===== src/rtl/prod_acc.sv =====
// prod_acc: saturating group accumulator behind the Booth multiplier.
// Sums LEN signed products per group and holds the result until accepted.
module prod_acc #(
  parameter int PROD_W = 8,
  parameter int ACC_W  = 10,
  parameter int LEN    = 8
) (
  input  logic              clk,
  input  logic              rst,
  input  logic              clr,
  input  logic              in_valid,
  output logic              in_ready,
  input  logic [PROD_W-1:0] in_prod,
  output logic              out_valid,
  input  logic              out_ready,
  output logic [ACC_W-1:0]  out_sum,
  output logic              out_sat,
  output logic              busy
);

  localparam int CNT_W = $clog2(LEN + 1);
  localparam logic [CNT_W-1:0] LAST =
    CNT_W'(LEN - 1);
  localparam logic [ACC_W-1:0] MAX_V =
    {1'b0, {(ACC_W-1){1'b1}}};
  localparam logic [ACC_W-1:0] MIN_V =
    {1'b1, {(ACC_W-1){1'b0}}};

  typedef enum logic [1:0] {
    IDLE,
    ACC,
    HOLD
  } state_t;

  state_t state;
  state_t state_nxt;

  logic [ACC_W-1:0] acc;
  logic [ACC_W-1:0] acc_nxt;
  logic [CNT_W-1:0] cnt;
  logic [CNT_W-1:0] cnt_nxt;
  logic             sat;
  logic             sat_nxt;
  logic             accept;
  logic [ACC_W-1:0] prod_ext;
  logic [ACC_W:0]   sum_w;
  logic             ovf;

  assign prod_ext =
    {{(ACC_W-PROD_W){in_prod[PROD_W-1]}}, in_prod};

  // One guard bit: sign mismatch of the top two bits flags overflow.
  assign sum_w =
    {acc[ACC_W-1], acc} +
    {prod_ext[ACC_W-1], prod_ext};
  assign ovf = sum_w[ACC_W] ^ sum_w[ACC_W-1];

  always_ff @(posedge clk) begin
    if (rst) begin
      state <= IDLE;
    end else begin
      state <= state_nxt;
    end
  end

  always_comb begin
    state_nxt = state;
    if (clr) begin
      state_nxt = IDLE;
    end else begin
      unique case (state)
        IDLE: begin
          if (accept) begin
            state_nxt = (LEN == 1) ? HOLD : ACC;
          end
        end
        ACC: begin
          if (accept && cnt == LAST) begin
            state_nxt = HOLD;
          end
        end
        HOLD: begin
          if (out_ready) begin
            state_nxt = IDLE;
          end
        end
        default: state_nxt = IDLE;
      endcase
    end
  end

  always_comb begin
    in_ready = !rst && (state != HOLD);
    busy     = (state != IDLE);
    accept   = in_valid && in_ready && !clr;
  end

  always_comb begin
    acc_nxt = acc;
    cnt_nxt = cnt;
    sat_nxt = sat;
    if (accept) begin
      if (state == IDLE) begin
        acc_nxt = prod_ext;
        cnt_nxt = CNT_W'(1);
        sat_nxt = 1'b0;
      end else begin
        cnt_nxt = cnt + CNT_W'(1);
        sat_nxt = sat | ovf;
        unique case (1'b1)
          !ovf:
            acc_nxt = sum_w[ACC_W-1:0];
          ovf && sum_w[ACC_W]:
            acc_nxt = MIN_V;
          default:
            acc_nxt = MAX_V;
        endcase
      end
    end
  end

  always_ff @(posedge clk) begin
    if (rst || clr) begin
      acc <= '0;
      cnt <= '0;
      sat <= 1'b0;
    end else begin
      acc <= acc_nxt;
      cnt <= cnt_nxt;
      sat <= sat_nxt;
    end
  end

  // Result registers load on entry to HOLD and stay frozen there.
  always_ff @(posedge clk) begin
    if (rst || clr) begin
      out_valid <= 1'b0;
      out_sum   <= '0;
      out_sat   <= 1'b0;
    end else if (state != HOLD &&
                 state_nxt == HOLD) begin
      out_valid <= 1'b1;
      out_sum   <= acc_nxt;
      out_sat   <= sat_nxt;
    end else if (state == HOLD && out_ready) begin
      out_valid <= 1'b0;
      out_sum   <= '0;
      out_sat   <= 1'b0;
    end
  end

endmodule

===== config.mk =====
export PLATFORM = sky130hd
export DESIGN_NAME = prod_acc
export DESIGN_NICKNAME = d
export VERILOG_FILES = /design/src/rtl/prod_acc.sv
export SDC_FILE = /design/constraint.sdc
export NUM_CORES = 1
export LEC_CHECK = 0
export ABC_CLOCK_PERIOD_IN_PS = 9230
export CORE_MARGIN = 3
export CORE_UTILIZATION = 35
export CTS_CLUSTER_DIAMETER = 80
export DETAILED_ROUTE_END_ITERATION = 12
export RECOVER_POWER = 50
export SETUP_SLACK_MARGIN = 0.1
export SLEW_MARGIN = 20
export SYNTH_ARGS = -nofsm -noshare
export SYNTH_HDL_FRONTEND = slang
export SYNTH_SLANG_ARGS = --single-unit

===== constraint.sdc =====
create_clock -name clk -period 9.23 [get_ports clk]
set_clock_uncertainty 0.05 [all_clocks]
set_input_delay 2.3075 -clock clk [delete_from_list [all_inputs] [get_ports clk]]
set_output_delay 2.3075 -clock clk [all_outputs]
set_load 0.01 [all_outputs]

## After elaboration in Yosys (flattened, before gate mapping)

Index checks and enable logic that the tools add are counted.
W data, S select, Z words.

| word-level totals | value |
|---|---|
| flip-flop bits (word level) | 29 |
| output and inout port bits | 14 |
| word-level logic and storage cells | 46 |

| cells by class | value |
|---|---|
| add/subtract/negate cells | 2 |
| equal/unequal tests | 5 |
| muxes and demuxes | 16 |
| bitwise gates (word level) | 2 |
| reductions and logical operators | 14 |

Operators by type and width:

| kind | number |
|---|---|
| $mux W10 | 4 |
| $pmux W10 S2 | 1 |
| $add A10 B8 Y11 | 1 |
| $mux W2 | 4 |
| $logic_and A1 B1 Y1 | 7 |
| $pmux W2 S3 | 1 |
| $mux W1 | 5 |
| $add A4 B1 Y4 const B | 1 |
| $eq A2 B2 Y1 const B | 2 |
| $eq A4 B3 Y1 const B | 1 |
| $mux W4 | 1 |
| $reduce_bool A2 Y1 | 2 |
| $logic_not A1 Y1 | 3 |
| $eq A2 B1 Y1 const B | 1 |
| $logic_not A2 Y1 | 1 |
| $ne A2 B2 Y1 const B | 1 |
| $logic_or A1 B1 Y1 | 1 |
| $or A1 B1 Y1 | 1 |
| $xor A1 B1 Y1 | 1 |

## Logic depth before layout (Yosys ltp)

Gate-level depths: netlist of the first run.

| logic depth | value |
|---|---|
| depth after elaboration | 11 |
| depth in mapped cells | 9 |

## Worst setup path after synthesis of the first run

No wires, ideal clock.

| path | value |
|---|---|
| path kind | input port to output port |
| start | input port rst |
| end | output port in_ready |
| data arrival time | 2.477 ns |
| data required time | 6.872 ns |
| setup slack | 4.396 ns |
| stages on the path | 1 |
| path buffers | 0 |
| path through | nor2_1 |

| on the way | value |
|---|---|
| cells in the longest elaborated chain, start to end | 2 |

Ends and longest elaborated chain:

| element | RTL line | text |
|---|---|---|
| start: declaration | 9 | `input logic rst,` |
| $logic_not A1 Y1 | 93 | `in_ready = !rst && (state != HOLD);` |
| $logic_and A1 B1 Y1 | 93 |  |
| end: declaration | 12 | `output logic in_ready,` |

No other way between the ends.

## Final worst setup path of the first run

Ends and elaborated chain as after synthesis.

==> reports/results.ini, run 1 <==
[finish]
layout-drive-gt1-share_pct=9.80
fillers=511
syn_to_final_growth_pct=23.1
fin_area_mm2=0.00228
antenna_cells=0
finalNetCount=269

[synth]
synth_cell_types=57
synth_fp_nets=245
synth_edf_count=0
synth.ff_latch_count=29
syn_area_per_cell_um2=8.43
yosysSeqAreaShare_pct=31.3
yosys_warnings=0
syn_area_mm2=0.00186
netlist_instances=220
synthArstFlopShare_pct=0
synthFlopType=dfxtp_1

[route]
routedWlPerCell_um=14.6
firstDrtPassIters=5
post_drt_via_cell_ratio=5.29
drtIter0Drc=66
drc_errors=0
route.antenna.remaining_nets=0
drt-total-wl_um=4560
vias=1649

[setup_path]
critPathCaptureType=output pin
critPathLaunchType=input pin
critPathMaxStageDelay_ps=560
crit_family=buffers and inverters
crit_chain=dlygate4sd3_1, nor2_1, clkdlybuf4s50_1
crit_buf_inv=2
crit_type=input pin to output pin
critPathMaxFanout=3
cp.arrival_ps=3520
slowest_stage=dlygate4sd3_1
required_ps=6870

[pwr]
p_leak_uw=0.000907
vdd_drop_max_uv=87.7
power_uw=326
power_density_mw_per_mm2=143

[global_routing]
grt_use_total_pct=15.6
grt_max_degree=17
antenna_found_initial=0
grt_pass1_wl_um=7470
grt_pass1_vias=1532
grt.overflow.total=0

[clock_tree]
cts.repair.resized=0
cts.sinks=29
root_buffer=clkbuf_8
postCtsSetupBuffers=0
cts_buffers=5
clock_path_buffers=2
cts_tree=built
clk_pin_slew_worst_paths_ps=60
htree_levels=2
postCtsHoldBufs=0
clock_latency_ps=280

[die]
die_x_um=78.8
start_util_pct=37.8
io_pins=27
core_mm2=0.00491
dieArea_mm2=0.00621
die_height_um=78.8
rows=25

[timing]
maxSlewHeadroom_pct=42.9
hold_ws_ps=410
tightest_slew_ps=850
setup_viol=0
finalCritPeriodShare_pct=63.7
clock.fmax_ghz=0.170
rsz0062_at_grt=false
min_period_ps=5870
worst_slack_ps=3360
hold_viol_final=0
slew_violations=0
setup_tns_ps=0

[placed_design]
gp_congestion=0.822
dp_slack_ps=3470
port_buffers=26
placed_area_mm2=0.00217
dp_hpwl_um=3490

[status]
status=completed

[flow_run]
max-cap-violations=0

[hold_path]
hold_class=flip-flop to flip-flop

[flip-flops by register name, indices dropped and copies added (netlist names)]
signal / count
out_sat: 1
cnt: 4
out_sum: 10
sat: 1
acc: 10
state: 2
out_valid: 1
[kinds of logic (layout without fill, tap and decap cells)]
kind of cell    after synthesis  in the layout  share of synthesized area [%]
compound gates               78             78                           32.4
xor+xnor                      6              6                           2.83
fa+ha+maj                    14             14                           9.64
buf+inv                      14             39                           2.97
flops                        29             29                           31.3
mux                           1              1                          0.607
simple gates                 78             78                           20.3
[routing by layer]
layer	part of all wire (%)	vias up	track usage [%]	wire [um]
met5	0	-	0	0
met4	1.4	0	6.19	62
met3	3.2	7	3.74	145
met2	44	21	23.6	2010
met1	51	744	21.2	2340
li1	-	877	-	-
[power by group]
part           leakage, uW  switching, uW  internal (uW)  total, uW
logic             0.000613           34.0           25.4       59.3
registers         0.000235           2.16            128        130
clock network    0.0000585           49.3           87.9        137
[cell type report]
class | count | area [um2] | area share [%]
clock buffer | 7 | 86.3 | 3.78
clock inverter | 1 | 30.0 | 1.32
inverter | 4 | 15.0 | 0.658
multi-input combinational | 177 | 1220 | 53.4
sequential | 29 | 581 | 25.4
tap | 67 | 83.8 | 3.67
timing repair buffer | 27 | 268 | 11.7
[cell usage after synthesis, types with 3 or more instances]
| library cell | instances | area share [%] |
|---|---|---|
| dfxtp_1 | 29 | 31 |
| nor2_1 | 25 | 5.1 |
| a21oi_1 | 18 | 4.9 |
| nand2_1 | 16 | 3.2 |
| nand3_1 | 13 | 3.5 |
| ha_1 | 11 | 7.4 |
| o21ai_1 | 9 | 2.4 |
| o21ai_0 | 8 | 2.2 |
| clkbuf_1 | 7 | 1.4 |
| a21o_1 | 5 | 2.0 |
| a22o_1 | 4 | 1.9 |
| o211ai_1 | 4 | 1.6 |
| o21a_1 | 4 | 1.6 |
| inv_1 | 3 | 0.61 |
| nor2b_1 | 3 | 1.0 |
| nor3_1 | 3 | 0.81 |
| or3_1 | 3 | 1.0 |
| xnor2_1 | 3 | 1.4 |
| xor2_1 | 3 | 1.4 |
[final timing paths]
| kind | startpoint | endpoint | slack, ps | depth (start not counted) |
|---|---|---|---|---|
| min | out_sum[3] | out_sum[3] | 410 | 2 |
| min reg2reg | out_sum[3] | out_sum[3] | 410 | 2 |
| max | rst | in_ready | 3360 | 3 |
| max reg2reg | acc[0] | out_sum[0] | 6350 | 9 |
[cell usage in the layout, fill, tap and decap left out, drive strengths merged, types with 3 or more instances in the layout]
cell and instances:
a21o 5, o211ai 4, o21ai 18, nor2b 3
xnor2 3, a22o 4, inv 4, a21oi 18
nor3 4, nand2 16, clkbuf 7, clkdlybuf4s50 11
or3 3, dlygate4sd3 15, nand3 13, a211oi 3
a31oi 3, ha 11, nor2 27, dfxtp 29
xor2 3, o21a 4
[per-stage QoR]
stage                     instances  util (%)
after CTS                       312      46.5
after global routing            312      46.5
after detailed placement        304      44.1
final                           312      46.5
after global placement          304      44.1
after floorplan                 220         -
[tightest hold or removal path, cell delays in order (launching register included)]
cell and delay [ps]:
dfxtp_1 310, nand3_1 50, o21ai_1 50
(Power assumes the default switching activity.)
==> run 2: changes to the inputs <==
ABC_CLOCK_PERIOD_IN_PS = 4900   (was 9230)
clock period = 4.9 ns   (was 9.23 ns; I/O delays follow)
==> reports/results.ini, run 2 (synthesis gave the netlist of run 1 again) <==
[clock_tree]
cts_buffers=5  ; unchanged
cts.repair.resized=0  ; unchanged
postCtsSetupBuffers=0  ; unchanged
cts_tree=built
clk_pin_slew_worst_paths_ps=60  ; about the same
cts.sinks=29  ; unchanged
htree_levels=2  ; unchanged
clock_path_buffers=2  ; unchanged
postCtsHoldBufs=0  ; unchanged
clock_latency_ps=290  ; about the same
root_buffer=clkbuf_8

[setup_path]
crit_chain=clkdlybuf4s50_1, ha_1, fa_1, a21o_1, a221o_1, a2bb2oi_4, nor3_2, a221oi_4, o22ai_2, a22o_1
critPathMaxStageDelay_ps=450  ; -110 ps
critPathLaunchType=input pin
reg2reg_to=out_sum[1]
worstSetupEndpoint=out_sum[1]
cp.arrival_ps=4070  ; +550 ps
slowest_stage=clkdlybuf4s50_1
reg2reg_depth=9  ; unchanged
reg2reg_from=acc[0]
timing.reg2reg.setup_slack_ps=2080  ; -4270 ps
crit_type=input pin to flip-flop
critPathMaxFanout=7  ; +4
critPathCaptureType=flip-flop
cp-startpoint=in_prod[0]
required_ps=5030  ; -1840 ps

[placed_design]
dp_hpwl_um=3530  ; +1.3%
port_buffers=26  ; unchanged
gp_congestion=0.820  ; -0.22%

[timing]
hold_viol_final=0  ; unchanged
setup_viol=0  ; unchanged
clock.fmax_ghz=0.254
rsz0062_at_grt=false
slew_violations=0  ; unchanged
setup_tns_ps=0  ; unchanged
maxSlewHeadroom_pct=38.8  ; -4.1 points
min_period_ps=3940
finalCritPeriodShare_pct=80.5
tightest_slew_ps=918  ; +68.0 ps
hold_ws_ps=405  ; -4.91 ps

[pwr]
p_leak_uw=0.000909  ; +0.22%
vdd_drop_max_uv=145  ; +66%
power_density_mw_per_mm2=263  ; +84%
power_uw=600  ; +84%

[route]
routedWlPerCell_um=15.2  ; +4.3%
drt-total-wl_um=4770  ; +4.6%
drtIter0Drc=91  ; +38%
route.antenna.remaining_nets=0  ; unchanged
vias=1713  ; +3.9%
post_drt_via_cell_ratio=5.47  ; +3.5%
firstDrtPassIters=4  ; -1
drc_errors=0  ; unchanged

[die]
core_mm2=0.00491  ; unchanged
start_util_pct=37.8  ; unchanged
io_pins=27  ; unchanged
die_height_um=78.8  ; unchanged
rows=25  ; unchanged
dieArea_mm2=0.00621  ; unchanged
die_x_um=78.8  ; unchanged

[finish]
antenna_cells=0  ; unchanged
final_common_cell=dfxtp_1
layout-drive-gt1-share_pct=10.2  ; +0.37 points
syn_to_final_growth_pct=23.0  ; about the same
finalNetCount=271  ; +0.74%
final_cell_mix=dfxtp_1, nor2_1, a21oi_1
reg_top3=acc x10, out_sum x10, cnt x4

[hold_path]
hold_class=flip-flop to flip-flop

[global_routing]
grt_pass1_wl_um=7950  ; +6.4%
grt.overflow.total=0  ; unchanged
grt_pass1_vias=1636  ; +6.8%
grt_max_degree=17  ; unchanged
grt_use_total_pct=16.3  ; +0.77 points
antenna_found_initial=0  ; unchanged

[status]
status=completed

[flow_run]
max-cap-violations=0  ; unchanged

## run 2: stage by stage
step	utilization, %	setup WS (ps)	area [um2]	std cells
floorplan	-	1370	1860	220
finish	46.5	958	2280	313
global placement	44.4	723	2180	306
CTS	46.5	977	2290	313
global route	46.5	823	2280	313
detailed placement	44.4	700	2180	306
## run 2: per-layer routing
layer | global-route usage (%) | wire (um) | vias to the layer above
li1 | - | - | 878
met1 | 21.9 | 2320 | 801
met2 | 26.4 | 2280 | 32
met3 | 3.51 | 148 | 2
met4 | 4.64 | 23 | 0
met5 | 0 | 0 | -
## run 2: area by class of cell
class / instances / area, um2
Fill cell: 492 / 2630
Timing Repair Buffer: 29 / 279
Clock inverter: 2 / 35.0
Inverter: 4 / 15.0
Clock buffer: 5 / 68.8
Tap cell: 67 / 83.8
Sequential cell: 29 / 581
Multi-Input combinational cell: 177 / 1220
## run 2: power by group
group	internal (uW)	leakage [uW]	switching, uW
Combinational	48.1	0.000620	64.4
Clock	148	0.0000540	95.8
Sequential	240	0.000235	4.04
Total	436	0.000909	164
## run 2: critical path: cells and delay by family
kind | cells | cell delay, ps
compound gates | 6 | 1650
fa+ha+maj | 2 | 660
buf+inv | 1 | 450
simple gates | 1 | 90
## run 2: how the worst min path moves through the flow
stage / from / endpoint / slack [ps] / cells after the start
after global routing: out_sum[7] / out_sum[7] / 430 / 2
after CTS: out_sum[3] / out_sum[3] / 410 / 2
after detailed placement: out_sum[3] / out_sum[3] / 400 / 2
final: out_sum[3] / out_sum[3] / 410 / 2
after global placement: out_sum[3] / out_sum[3] / 400 / 2
after floorplan: acc[0] / acc[0] / 380 / 1
